**config.mk**
```make
export PLATFORM = sky130hd
export DESIGN_NAME = datamem_arbiter
export DESIGN_NICKNAME = d
export VERILOG_FILES = /design/src/rtl/datamem_arbiter.sv
export SDC_FILE = /design/constraint.sdc
export NUM_CORES = 1
export LEC_CHECK = 0
export ABC_AREA = 1
export CAP_MARGIN = 30
export CORE_ASPECT_RATIO = 0.75
export CORE_MARGIN = 2
export CORE_UTILIZATION = 33
export CTS_BUF_LIST = sky130_fd_sc_hd__clkbuf_8
export DETAILED_ROUTE_END_ITERATION = 8
export PLACE_DENSITY = 0.83
export RECOVER_POWER = 50
export SLEW_MARGIN = 20
export SYNTH_ARGS = -nofsm -noshare
export SYNTH_HDL_FRONTEND = slang
export SYNTH_SLANG_ARGS = --single-unit
```
**constraint.sdc**
```tcl
create_clock -name clk -period 1.45 [get_ports clk]
set_input_delay 0.145 -clock clk [delete_from_list [all_inputs] [get_ports clk]]
set_output_delay 0.145 -clock clk [all_outputs]
set_load 0.05 [all_outputs]
```
**src/rtl/datamem_arbiter.sv**
```systemverilog
// datamem_arbiter: round-robin arbiter placing two requesters on the single-port data memory.
// Optional grant locking is enabled by defining DATAMEM_ARB_LOCK_EN.
module datamem_arbiter #(
  parameter int ADDR_W   = 16,
  parameter int DATA_W   = 16,
  parameter int MAX_LOCK = 8
) (
  input  logic              clk,
  input  logic              reset,
  input  logic              r0_valid,
  output logic              r0_ready,
  input  logic              r0_we,
  input  logic [ADDR_W-1:0] r0_addr,
  input  logic [DATA_W-1:0] r0_wdata,
  input  logic              r0_lock,
  output logic              r0_rsp_valid,
  output logic [DATA_W-1:0] r0_rsp_data,
  input  logic              r1_valid,
  output logic              r1_ready,
  input  logic              r1_we,
  input  logic [ADDR_W-1:0] r1_addr,
  input  logic [DATA_W-1:0] r1_wdata,
  input  logic              r1_lock,
  output logic              r1_rsp_valid,
  output logic [DATA_W-1:0] r1_rsp_data,
  output logic [ADDR_W-1:0] mem_address,
  output logic              mem_write_enable,
  output logic              mem_read_enable,
  output logic [DATA_W-1:0] mem_write_data,
  input  logic [DATA_W-1:0] mem_read_data
);
  typedef enum logic {ARB, LOCKED} state_t;
  state_t state, state_n;
  logic last_grant, last_grant_n, owner, owner_n;
  logic gnt, g_valid, g_we, act, rd0, rd1;
  logic [ADDR_W-1:0] g_addr;
  logic [DATA_W-1:0] g_wdata;
  // gnt selects requester 1 when set; the tie goes to whoever was not served last
  assign gnt = (state == LOCKED) ? owner
             : (r0_valid & r1_valid) ? ~last_grant
             : ~r0_valid & r1_valid;
  assign g_valid = gnt ? r1_valid : r0_valid;
  assign g_we    = gnt ? r1_we    : r0_we;
  assign g_addr  = gnt ? r1_addr  : r0_addr;
  assign g_wdata = gnt ? r1_wdata : r0_wdata;
  assign act     = reset & g_valid;
  assign r0_ready         = act & ~gnt;
  assign r1_ready         = act & gnt;
  assign mem_address      = act ? g_addr : '0;
  assign mem_write_data   = act ? g_wdata : '0;
  assign mem_write_enable = act & g_we;
  assign mem_read_enable  = act & ~g_we;
  assign rd0 = r0_ready & ~g_we;
  assign rd1 = r1_ready & ~g_we;
  assign last_grant_n = act ? gnt : last_grant;
`ifdef DATAMEM_ARB_LOCK_EN
  localparam int CW = $clog2(MAX_LOCK + 1);
  logic [CW-1:0] lock_cnt, lock_cnt_n, cnt_inc;
  logic g_lock, other_valid, exit_lock;
  assign g_lock      = gnt ? r1_lock : r0_lock;
  assign other_valid = owner ? r0_valid : r1_valid;
  assign cnt_inc     = (lock_cnt == CW'(MAX_LOCK)) ? lock_cnt : lock_cnt + 1'b1;
  assign exit_lock   = ~g_valid | ~g_lock | ((cnt_inc == CW'(MAX_LOCK)) & other_valid);
  // last_grant already equals owner throughout a lock, so the other side wins the next tie
  always_comb begin
    state_n    = state;
    owner_n    = owner;
    lock_cnt_n = lock_cnt;
    if (state == ARB && act && g_lock) begin
      state_n    = LOCKED;
      owner_n    = gnt;
      lock_cnt_n = CW'(1);
    end else if (state == LOCKED) begin
      state_n    = exit_lock ? ARB : LOCKED;
      lock_cnt_n = exit_lock ? '0 : cnt_inc;
    end
  end
  always_ff @(posedge clk or negedge reset)
    if (!reset) lock_cnt <= '0;
    else        lock_cnt <= lock_cnt_n;
`else
  logic unused_lock;
  assign unused_lock = r0_lock ^ r1_lock;
  assign state_n     = ARB;
  assign owner_n     = owner;
`endif
  always_ff @(posedge clk or negedge reset)
    if (!reset) begin
      state        <= ARB;
      last_grant   <= 1'b1;
      owner        <= 1'b0;
      r0_rsp_valid <= 1'b0;
      r1_rsp_valid <= 1'b0;
      r0_rsp_data  <= '0;
      r1_rsp_data  <= '0;
    end else begin
      state        <= state_n;
      last_grant   <= last_grant_n;
      owner        <= owner_n;
      r0_rsp_valid <= rd0;
      r1_rsp_valid <= rd1;
      if (rd0) r0_rsp_data <= mem_read_data;
      if (rd1) r1_rsp_data <= mem_read_data;
    end
endmodule
```
### After elaboration in Yosys (flattened, before gate mapping)

Index checks and enable logic that the tools add are counted.

| word-level totals | value |
|---|---|
| flip-flop bits (word level) | 35 |
| bits in latches | 0 |
| bits in writable memories | 0 |
| bits in read-only memories | 0 |
| input bits | 88 |
| output and inout bits | 70 |
| word-level logic and storage cells | 25 |
| memories kept | 0 |

| operators by class | value |
|---|---|
| add/subtract/negate cells | 0 |
| multipliers | 0 |
| divide/modulo/power cells | 0 |
| order comparisons | 0 |
| equality and inequality tests | 0 |
| shift-type cells | 0 |
| mux-type cells | 7 |
| bitwise logic cells | 13 |
| reductions and logical operators | 0 |

Operators with widths:

| operator | count |
|---|---|
| $mux W16 | 4 |
| $and A1 B1 Y1 | 9 |
| $not A1 Y1 | 4 |
| $mux W1 | 3 |

### Depth between registers and ports, before layout

| logic depth | value |
|---|---|
| depth after elaboration | 7 |
| gate-level depth with buffers | 8 |
| mapped depth without buffers | 7 |

### Worst setup path after synthesis

Ideal clock, no wire load.

| path | value |
|---|---|
| path type | reg-to-output |
| start point | reg last_grant |
| end point | out mem_read_enable |
| arrival | 1.734 ns |
| data required time | 1.305 ns |
| slack | -0.429 ns |
| cell stages (with the launch flop) | 8 |
| buffers on the path | 1 |
| cell sequence | dfstp_2 nand2_1 nand2_2 nand2_2 nand2_4 buf_2 inv_1 nor2_1 |

| on the way | value |
|---|---|
| word-level cells in the longest chain between the ends | 5 |
| elaborated cells on any way between the ends | 7 |
| classes of those cells | mux (3); bitwise (4) |

Ends and longest elaborated chain:

| element | line | text |
|---|---|---|
| from (decl) | 34 | `logic last_grant, last_grant_n, owner, owner_n;` |
| from (signal assigned) | 98 | `last_grant <= last_grant_n;` |
| $not A1 Y1 (*) | 40 | `: (r0_valid & r1_valid) ? ~last_grant` |
| $mux W1 (*) | 40 |  |
| $mux W1 (on tied branches) | 42, 43 |  |
| $and A1 B1 Y1 or $not A1 Y1 (tied branches) | 46, 52 |  |
| $and A1 B1 Y1 (*) | 52 | `assign mem_read_enable = act & ~g_we;` |
| to (decl) | 28 | `output logic mem_read_enable,` |

Every way passes the cells marked *; elsewhere a longest branch is shown, timed or not.

### Worst setup path in the final report

| path | value |
|---|---|
| start point | reg last_grant |
| end point | out mem_write_data[9] |

| on the way | value |
|---|---|
| word-level cells in the longest chain between the ends | 5 |
| elaborated cells on any way between the ends | 6 |
| classes of those cells | mux (4); bitwise (2) |

Ends and longest elaborated chain:

| element | line | text |
|---|---|---|
| $not A1 Y1 (*) | 40 |  |
| $mux W1 (*) | 40 |  |
| $mux W1 | 42 | `assign g_valid = gnt ? r1_valid : r0_valid;` |
| $and A1 B1 Y1 | 46 | `assign act = reset & g_valid;` |
| $mux W16 (*) | 50 | `assign mem_write_data = act ? g_wdata : '0;` |
| to (decl) | 29 | `output logic [DATA_W-1:0] mem_write_data,` |

Marked as above.

==> summary.md <==
| Metric | Value |
|---|---|
| Status | finished, violations left |
| Failing checks | setup timing |
| Top cells by area, synth | dfrtp_1 (46%), nand2_1 (32%), nand3_1 (8.9%) |
| Worst skew pair latency | 290 ps |
| Largest family of logic cells by synthesized area | simple AND/OR/NAND/NOR gates |
| RSZ-0062 raised after global routing | yes |
| Overall Power | 5.59 mW |
| Initial antenna violation count | 0 |
| Setup crit end kind | primary output |
| WP data arrival | 1930 ps |
| Post-synthesis cell type count | 17 |
| First-pass GRT wire length | 17.9 mm |
| Setup WS post-layout | -624 ps |
| Row cnt | 23 |
| Psw | 2.75 mW |
| Placer Congestion | 0.860 |
| Clock-pin slew on the worst setup and hold paths | 70 ps |
| IO Count | 158 |
| Peak supply drop | 0.000795 V |
| Total grt overflow | 0 |
| Setup Crit Path Kind | register to primary output |
| Via count | 3128 |
| Post-synthesis cell count | 262 |
| Critical path launch point type | register |
| Antenna Nets Post-Route | 0 |
| Clock power frac | 13.6% |
| Worst slew pin tran | 916 ps |
| Xor-xnor portion of the synthesized cell area | 0% |
| Area of the mapped netlist | 0.00186 mm2 |
| Slew margin rel. | 38.9% |
| Leakage Power | 2.52 nW |
| Number of port buffers | 155 |
| Fillers | 93 |
| All-layer global routing usage | 37.2% |
| Die X | 90.7 um |
| Worst-path fanout max | 12 |
| CP required | 1310 ps |
| Pin count of the biggest net entering global routing | 36 |
| First-iteration detailed-routing DRC count | 281 |
| Commonest non-fill, non-tap cells in the layout | clkdlybuf4s50_1 (83), nand2_1 (60), nand2_4 (59), buf_4 (50), buf_12 (48) |
| Share of cells above drive strength 1 | 53.8% |
| Reg power frac | 26.0% |
| Ys Warns | 0 |
| Final core utilization | 96.8% |
| Max cap viols | 0 |
| Logic gate share of total power | 60.3% |
| Top cell type by total area after synthesis | dfrtp_1 |
| Post-DP HPWL | 5.90 mm |
| Sink Count | 35 |
| Via count of the first global-routing pass | 3173 |
| # DRC | 0 |
| Post-synthesis simple-gate area fraction | 44.4% |
| CTS tree | built |
| Register bit count reported by yosys | 35 |
| Placed cell area | 0.00426 mm2 |
| Final setup vio count | 70 |
| Fmax achieved | 482 MHz |
| Hold Violations, Final | 0 |
| Fin crit share | 143% |
| Adder-Cell Fraction of Synth Area | 0% |
| Max Slew Vio Count | 0 |
| DIE HEIGHT | 69.1 um |
| Worst min path class | input pin to register |
| Syn Nets | 350 |
| Final WL | 14.5 mm |
| Inserted Diodes | 0 |
| Syn avg cell area | 7.11 um2 |
| Area Overhead vs Synth | 180% |
| Synth Area in Compound Gates | 1.68% |
| DR vias/cell | 5.86 |
| Minimum clock period | 2070 ps |
| Post-synth top area share | 45.7% |
| Sequential area share after synthesis | 47.1% |
| Final nets | 547 |
| Pwr/cell area | 1070 mW/mm2 |
| Core area | 0.00538 mm2 |
| Internal power | 2.84 mW |
| Initial Util | 34.6% |
| Post-route cell area | 0.00521 mm2 |
| Wire per inst | 27.1 um |
| Die area | 0.00626 mm2 |
| Root Buffer | clkbuf_8 |
| Hold Slack | 458 ps |
| Pre-CTS setup slack | -349 ps |
| H-tree lvl count | 2 |
| Max clock buf depth | 2 |
| Worst Skew | 9.45 ps |
| Multiplexer share of the synthesized area | 0% |
| CTS buffer count | 5 |
| Most common cell after layout, fill and taps aside | clkdlybuf4s50_1 |
| 1st-pass router iterations | 5 |
| Switching share of total power | 49.1% |
[power groups by stage]
stage | Combinational, mW | Clock (mW) | Sequential [mW]
3_3_place_gp | 2.70 | 0 | 1.38
2_1_floorplan | 0.763 | 0 | 2.19
3_5_place_dp | 2.75 | 0 | 1.38
4_1_cts | 3.05 | 0.706 | 1.37
6_report | 3.37 | 0.763 | 1.46
5_1_grt | 3.44 | 0.787 | 1.46
[sequential cells by signal, indices dropped and copies added, names as in the netlist]
name	count
r0_rsp_data	16
r1_rsp_data	16
last_grant	1
r0_rsp_valid	1
r1_rsp_valid	1
[cell usage after synthesis]
library cell  instances
nand2_1             160
dfrtp_1              34
nand3_1              33
buf_4                 9
buf_2                 5
inv_1                 5
nand2_2               4
a21oi_1               2
nor2_1                2
buf_6                 1
dfstp_2               1
inv_2                 1
nand2_4               1
nor2_2                1
nor2_4                1
o21ai_0               1
o21ai_4               1
[worst paths after layout]
kind / startpoint / depth (start not counted) / end / slack, ps
hold reg to reg: r0_rsp_data[12] / 2 / r0_rsp_data[12] / 510
setup / recovery: last_grant / 9 / mem_write_data[9] / -620
setup reg to reg: last_grant / 11 / r0_rsp_data[1] / -600
max in group asynchronous: reset / 3 / r1_rsp_data[9] / 50
hold / removal: reset / 4 / last_grant / 460
min in group asynchronous: reset / 3 / r1_rsp_data[12] / 810
[layer usage]
metal  GRT usage, %  wire [um]  vias up
met1           38.9       4590     1468
met3           8.42       1500      116
met2           69.3       7080      333
met4           19.3       1320        0
met5              0          0        -
li1               -          -     1211
[through the flow]
| stage | std cells | TNS (ps) |
|---|---|---|
| after floorplan | 262 | -2250 |
| after global placement | 497 | -15690 |
| after detailed placement | 497 | -19360 |
| after CTS | 534 | -19970 |
| after global routing | 534 | -32230 |
| final | 534 | -28970 |
[area by class of cell]
type / count / area [um2] / area share (%)
Clock buffer: 6 / 82.6 / 1.59
Multi-Input combinational cell: 208 / 1670 / 32.0
Tap cell: 75 / 93.8 / 1.80
Clock inverter: 1 / 5.00 / 0.0961
Timing Repair Buffer: 203 / 2460 / 47.2
Inverter: 6 / 25.0 / 0.481
Sequential cell: 35 / 877 / 16.8
[repair_timing]
action / in CTS / in global routing
pin swaps: 13 / 4
setup endpoints to repair: 69 / 70
hold buffers: 1 / 0
resized for setup: 84 / 54
gates cloned: 6 / 0
setup buffers: 23 / 2
endpoints found under the hold margin: 34 / 0
[cell families after synthesis]
logic type             count (synthesis)
AO/OA/AOI/OAI                          4
flip-flops                            35
buffers and inverters                 21
AND/OR/NAND/NOR                      202
[critical path: stages, from the launching register on]
cell and delay, ps:
dfstp_2 580, nand2_4 70, nand2_4 80, buf_4 130
nor2_4 40, buf_12 140, buf_12 140, nand2_1 190
nand2_4 100, buf_12 150
(Power assumes the default switching activity.)
